**src/rtl/hcu_pkg.sv**
```systemverilog
// rtl/hcu_pkg.sv - shared constants for the hazard control unit
// Contents: operand-use times, scoreboard stage indices, default MD latencies.
package hcu_pkg;

   // Tuse values: operand consumed in ID (branch compare) or in EX (ALU).
   localparam int TUSE_B = 0;
   localparam int TUSE_C = 1;

   // Scoreboard entry indices; 0 is reserved for "register file".
   localparam int ST_RF  = 0;
   localparam int ST_EX  = 1;
   localparam int ST_MEM = 2;
   localparam int ST_WB  = 3;

   localparam int REG_W       = 5;
   localparam int MD_LAT_DEF  = 5;
   localparam int DIV_LAT_DEF = 10;

endpackage

```
**src/rtl/hcu_src_check.sv**
```systemverilog
// rtl/hcu_src_check.sv - youngest-match hazard/forward check for one source operand
// Ports:
//   valid            ID holds a real instruction
//   src, tuse        source register number and its use time
//   a3_flat          scoreboard destinations, entry k at [(k-1)*REG_W +: REG_W]
//   tnew_flat        scoreboard Tnew values, entry k at [(k-1)*TNEW_W +: TNEW_W]
//   hazard           operand not ready in time
//   fwd              entry index supplying the operand, 0 = register file
module hcu_src_check
   import hcu_pkg::*;
#(
   parameter int NSTAGE = ST_WB,
   parameter int TNEW_W = 2,
   parameter int FW     = $clog2(NSTAGE + 1)
)
(
   input  logic                       valid,
   input  logic [REG_W-1:0]           src,
   input  logic [TNEW_W-1:0]          tuse,
   input  logic [NSTAGE*REG_W-1:0]    a3_flat,
   input  logic [NSTAGE*TNEW_W-1:0]   tnew_flat,
   output logic                       hazard,
   output logic [FW-1:0]              fwd
);

   logic              hit;
   logic              active;
   logic [TNEW_W-1:0] hit_tnew;
   logic [FW-1:0]     hit_k;

   always_comb begin
      hit      = 1'b0;
      hit_tnew = '0;
      hit_k    = '0;
      // Scan oldest to youngest so the youngest match is the one left standing.
      for (int k = NSTAGE; k >= 1; k--) begin
         if (a3_flat[(k-1)*REG_W +: REG_W] == src) begin
            hit      = 1'b1;
            hit_tnew = tnew_flat[(k-1)*TNEW_W +: TNEW_W];
            hit_k    = FW'(k);
         end
      end
      // Register 0 is never a real dependency; empty entries also carry a3=0.
      active = valid && (src != '0) && hit;
      hazard = active && (hit_tnew > tuse);
      fwd    = (active && (hit_tnew == '0)) ? hit_k : '0;
   end

endmodule

```
**src/rtl/hcu_scoreboard.sv**
```systemverilog
// rtl/hcu_scoreboard.sv - scoreboard-based hazard control unit beside the ID stage
// Optional feature macro: HCU_MD_EN (multiply/divide busy counter and HI/LO hazard).
// Ports:
//   clk, reset                    rising-edge clock, async active-high reset
//   mem_stall_MEM                 memory backpressure, freezes the whole pipeline
//   id_valid                      ID holds a real instruction
//   A1_ID/A2_ID, Tuse_rs/Tuse_rt  source registers and their use times
//   A3_ID, Tnew_ID                destination register and its result latency
//   md_start_ID, md_is_div        ID instruction starts mult/div, and it is div
//   md_use_ID                     ID instruction touches HI/LO or the MD unit
//   stall, flush_EX               freeze PC+IF/ID, insert bubble into ID/EX
//   fwd_rs, fwd_rt                forwarding source entry, 0 = register file
//   md_busy                       MD unit busy
module hcu_scoreboard
   import hcu_pkg::*;
#(
   parameter int NSTAGE  = ST_WB,
   parameter int TNEW_W  = 2,
   parameter int MD_LAT  = MD_LAT_DEF,
   parameter int DIV_LAT = DIV_LAT_DEF,
   parameter int FW      = $clog2(NSTAGE + 1)
)
(
   input  logic              clk,
   input  logic              reset,
   input  logic              mem_stall_MEM,
   input  logic              id_valid,
   input  logic [4:0]        A1_ID,
   input  logic [4:0]        A2_ID,
   input  logic [TNEW_W-1:0] Tuse_rs,
   input  logic [TNEW_W-1:0] Tuse_rt,
   input  logic [4:0]        A3_ID,
   input  logic [TNEW_W-1:0] Tnew_ID,
   input  logic              md_start_ID,
   input  logic              md_is_div,
   input  logic              md_use_ID,
   output logic              stall,
   output logic              flush_EX,
   output logic [FW-1:0]     fwd_rs,
   output logic [FW-1:0]     fwd_rt,
   output logic              md_busy
);

   logic [NSTAGE*REG_W-1:0]  a3_q,   a3_d;
   logic [NSTAGE*TNEW_W-1:0] tnew_q, tnew_d;
   logic                     hazard_rs, hazard_rt, md_hazard;
   logic                     issue;

   function automatic logic [TNEW_W-1:0] dec_sat0(input logic [TNEW_W-1:0] v);
      return (v == '0) ? '0 : v - 1'b1;
   endfunction

   hcu_src_check #(.NSTAGE(NSTAGE), .TNEW_W(TNEW_W), .FW(FW)) u_rs (
      .valid     (id_valid),
      .src       (A1_ID),
      .tuse      (Tuse_rs),
      .a3_flat   (a3_q),
      .tnew_flat (tnew_q),
      .hazard    (hazard_rs),
      .fwd       (fwd_rs)
   );

   hcu_src_check #(.NSTAGE(NSTAGE), .TNEW_W(TNEW_W), .FW(FW)) u_rt (
      .valid     (id_valid),
      .src       (A2_ID),
      .tuse      (Tuse_rt),
      .a3_flat   (a3_q),
      .tnew_flat (tnew_q),
      .hazard    (hazard_rt),
      .fwd       (fwd_rt)
   );

   assign stall    = hazard_rs | hazard_rt | md_hazard | mem_stall_MEM;
   assign flush_EX = stall & ~mem_stall_MEM;
   // stall covers mem_stall_MEM, so issue already implies the pipeline advances.
   assign issue    = id_valid & ~stall;

   always_comb begin
      a3_d                 = '0;
      tnew_d               = '0;
      a3_d[REG_W-1:0]      = issue ? A3_ID   : '0;
      tnew_d[TNEW_W-1:0]   = issue ? Tnew_ID : '0;
      for (int k = 2; k <= NSTAGE; k++) begin
         a3_d[(k-1)*REG_W +: REG_W]    = a3_q[(k-2)*REG_W +: REG_W];
         tnew_d[(k-1)*TNEW_W +: TNEW_W] = dec_sat0(tnew_q[(k-2)*TNEW_W +: TNEW_W]);
      end
   end

   always_ff @(posedge clk or posedge reset) begin
      if (reset) begin
         a3_q   <= '0;
         tnew_q <= '0;
      end else if (!mem_stall_MEM) begin
         a3_q   <= a3_d;
         tnew_q <= tnew_d;
      end
   end

`ifdef HCU_MD_EN
   localparam int MD_MAX = (DIV_LAT > MD_LAT) ? DIV_LAT : MD_LAT;
   localparam int MD_CW  = $clog2(MD_MAX + 1);

   logic [MD_CW-1:0] md_cnt;

   // The counter keeps running under memory backpressure; a fresh issue beats expiry.
   always_ff @(posedge clk or posedge reset) begin
      if (reset) begin
         md_cnt <= '0;
      end else if (issue && md_start_ID) begin
         md_cnt <= md_is_div ? MD_CW'(DIV_LAT) : MD_CW'(MD_LAT);
      end else if (md_cnt != '0) begin
         md_cnt <= md_cnt - 1'b1;
      end
   end

   assign md_busy   = (md_cnt != '0);
   assign md_hazard = md_use_ID & id_valid & md_busy;
`else
   logic md_unused;
   assign md_unused = &{1'b0, md_start_ID, md_is_div, md_use_ID};
   assign md_busy   = 1'b0;
   assign md_hazard = 1'b0;
`endif

endmodule

```
**config.mk**
```make
export PLATFORM = sky130hd
export DESIGN_NAME = hcu_scoreboard
export DESIGN_NICKNAME = d
export VERILOG_FILES = /design/src/rtl/hcu_pkg.sv /design/src/rtl/hcu_src_check.sv /design/src/rtl/hcu_scoreboard.sv
export SDC_FILE = /design/constraint.sdc
export NUM_CORES = 1
export LEC_CHECK = 0
export BUFFER_PORTS_ARGS = -buffer_cell sky130_fd_sc_hd__buf_2
export CAP_MARGIN = 30
export CORE_MARGIN = 5
export CORE_UTILIZATION = 59
export CTS_CLUSTER_DIAMETER = 200
export CTS_CLUSTER_SIZE = 40
export DETAILED_ROUTE_END_ITERATION = 12
export HOLD_SLACK_MARGIN = 0.08
export PLACE_DENSITY_LB_ADDON = 0.08
export RECOVER_POWER = 100
export SKIP_LAST_GASP = 1
export SLEW_MARGIN = 20
export SYNTH_ARGS = -nofsm -noshare
export SYNTH_HDL_FRONTEND = slang
export SYNTH_HIERARCHICAL = 1
export SYNTH_SLANG_ARGS = --single-unit
```
**constraint.sdc**
```tcl
create_clock -name clk -period 8.9 [get_ports clk]
set_clock_uncertainty 0.15 [all_clocks]
set_input_delay 1.78 -clock clk [delete_from_list [all_inputs] [get_ports clk]]
set_output_delay 1.78 -clock clk [all_outputs]
set_load 0.03 [all_outputs]
```
==> results.yml <==
clock_network:
  cts_hold_buf: 0
  htreeDepth: 1
  cts_root_buffer: "clkbuf_4"
  tritoncts: "yes"
  clk_latency_ps: 290
  cts.reportedPaths.clkPinSlew_ps: 100
  postCtsSetupBuffers: 0
  cts_num_sinks: 21
  cts_resized: 0
  numCtsBuffers: 3
  clock_path_buffers: 2
floorplan:
  io_pins: 35
  die_y_um: 62.81
  coreArea_um2: 2710
  dieArea_um2: 3945
  die_w_um: 62.81
  row_count: 19
  start_util_pct: 60.71
detailed_routing:
  drt_iter0_markers: 51
  vias: 1345
  firstDrtPassIters: 5
  ant_nets: 0
  via_per_inst: 5.899
  wl_per_cell_um: 14.79
  drt-total-wl_um: 3372
  route.detailed.drc: 0
layout:
  drive_gt1_share_pct: 26.90
  fillerInstances: 239
  layout-area-overhead-vs-synth_pct: 9.049
  fin_nets: 230
  diodes: 0
worst_setup_path:
  critPathArrivalTime_ps: 4330
  endpoint_kind: "output port"
  crit_type: "input port to output port"
  critPathLaunchType: "input port"
  crit_fanout: 4
  worstPathRequired_ps: 6970
  r2r_setup_slack_ps: 5620
power_and_ir_drop:
  p_total_uw: 236.2
  power.share.clock_pct: 18.6
  p_sw_share_pct: 33.61
  power_density_nw_per_um2: 131.7
  p_leak_uw: 0.0007591
  p_sw_uw: 79.40
  combPwrFrac_pct: 31.6
  p_seq_share_pct: 49.8
  vdd_ir_drop_max_mv: 0.1362
  p_int_uw: 156.8
placement:
  io_buffer_count: 30
  gp_congestion: 0.9079
  hpwl_um: 2765
synth:
  yosys_warnings: 6
  ys_types: 35
  synth-seq-cells: 21
  synth_edf_count: 0
  yosys-top-cells-area: "dfrtp_1, xnor2_1, xor2_1, mux2_2, a22o_1"
  synth_cells: 167
  synth_fp_nets: 199
  syn_area_per_cell_um2: 9.852
  synth_most_common_cell: "dfrtp_1"
  ys.flop_type: "dfrtp_1"
  yosys.area.top_type: "dfrtp_1"
  synth.top_cell.area_share_pct: 31.94
  synthTopCellsByCount: "dfrtp_1, xnor2_1, xor2_1"
  yosysSeqAreaShare_pct: 31.94
  syn_area_um2: 1645
  async_flop_share_pct: 100.0
grt:
  grt_pass1_vias: 1344
  grt_overflow: 0
  grt_pass1_wl_um: 5816
  track_usage_pct: 17.89
  grt_max_degree: 33
  grt_antenna_before_repair: 0
sta:
  setup_violations: 0
  worst_pin_slew_ps: 1329
  fin_crit_sh_pct: 70.36
  slew_headroom_pct: 11.38
  finalCriticalPeriod_ps: 6262
  hold_viol: 0
  slew_viol_final: 0
  finalSetupTns_ps: 0
  rsz0062_at_grt: "false"
  max_freq_mhz: 159.7
job:
  maxCapViolCount: 0
run_status:
  status: "completed"
hold_path:
  hp-class: "flop to flop"
==> through the flow <==
step | std cells | worst slack [ps] | cell area (µm²) | hold WS, ps | util, %
2_1_floorplan | 167 | 3102 | 1645 | 324.5 | -
3_3_place_gp | 224 | 2876 | 1797 | 377.9 | 66.30
3_5_place_dp | 224 | 2747 | 1797 | 380.4 | 66.30
4_1_cts | 228 | 2765 | 1823 | 406.5 | 67.27
5_1_grt | 228 | 2373 | 1794 | 456.8 | 66.21
6_report | 228 | 2638 | 1794 | 403.6 | 66.21
==> cells by family after synthesis <==
group	Yosys count	share of synthesized area [%]
AO/OA/AOI/OAI	31	17.87
XOR/XNOR	30	15.97
adder cells (fa/ha/maj)	4	3.042
buffers and inverters	13	4.334
flip-flops	21	31.94
multiplexers	10	6.844
other	1	0.2279
AND/OR/NAND/NOR	57	19.77
==> state kept, by name (all words and copies together), names as in the netlist <==
name / flops
a3_q: 15
tnew_q: 6
==> area by class of cell <==
type                       instances  area, µm²  area share, %
tap                               31      38.79          2.162
sequential                        21      525.5          29.29
timing repair buffer              30      142.6          7.950
multi-input combinational        133       1027          57.25
inverter                           9      33.78          1.883
clock buffer                       4      26.28          1.464
==> cells in the final DEF (no fill, tap or decap), types with 6 or more instances in the layout <==
cell and n:
nor2b_1 6, nand3_1 8, o21ai_0 8, nor3_1 8, xor2_1 14, nand2_1 8
buf_2 24, clkbuf_1 7, a22o_1 7, dfrtp_1 21, inv_1 9, xnor2_1 16
nor2_1 10, mux2_2 10
==> path summary, 6_finish.rpt <==
| check | from | to | cells past startpoint |
|---|---|---|---|
| max in group asynchronous | reset | a3_q[7] | 2 |
| min in group asynchronous | reset | tnew_q[0] | 2 |
| hold / removal | tnew_q[4] | tnew_q[4] | 2 |
| setup / recovery | A2_ID[1] | flush_EX | 11 |
| setup reg to reg | a3_q[12] | a3_q[4] | 9 |
| hold reg to reg | tnew_q[4] | tnew_q[4] | 2 |
==> worst max-delay path: stages <==
cell	delay [ps]
clkbuf_1	150
xor2_1	190
nor3_1	410
o2111ai_1	190
a31oi_1	380
inv_1	90
ha_1	280
a211oi_1	360
nor2_1	90
nor2_1	90
clkbuf_1	330
==> power by group through the flow <==
stage	combinational, µW	sequential, µW	clock (µW)
2_1_floorplan	59.7	116	0
3_3_place_gp	72.9	119	0
3_5_place_dp	76.1	120	0
4_1_cts	76.2	118	46.0
5_1_grt	82.8	119	49.8
6_report	74.7	118	44.0
==> metal layers <==
metal  share of wire, %  track usage [%]  up-vias
li1                   -                -      653
met1                 43            22.16      636
met2                 48            30.18       50
met3                7.6            3.237        6
met4                1.3            7.692        0
met5                  0                0        -
Note: power is estimated with default switching activity, not from simulation.
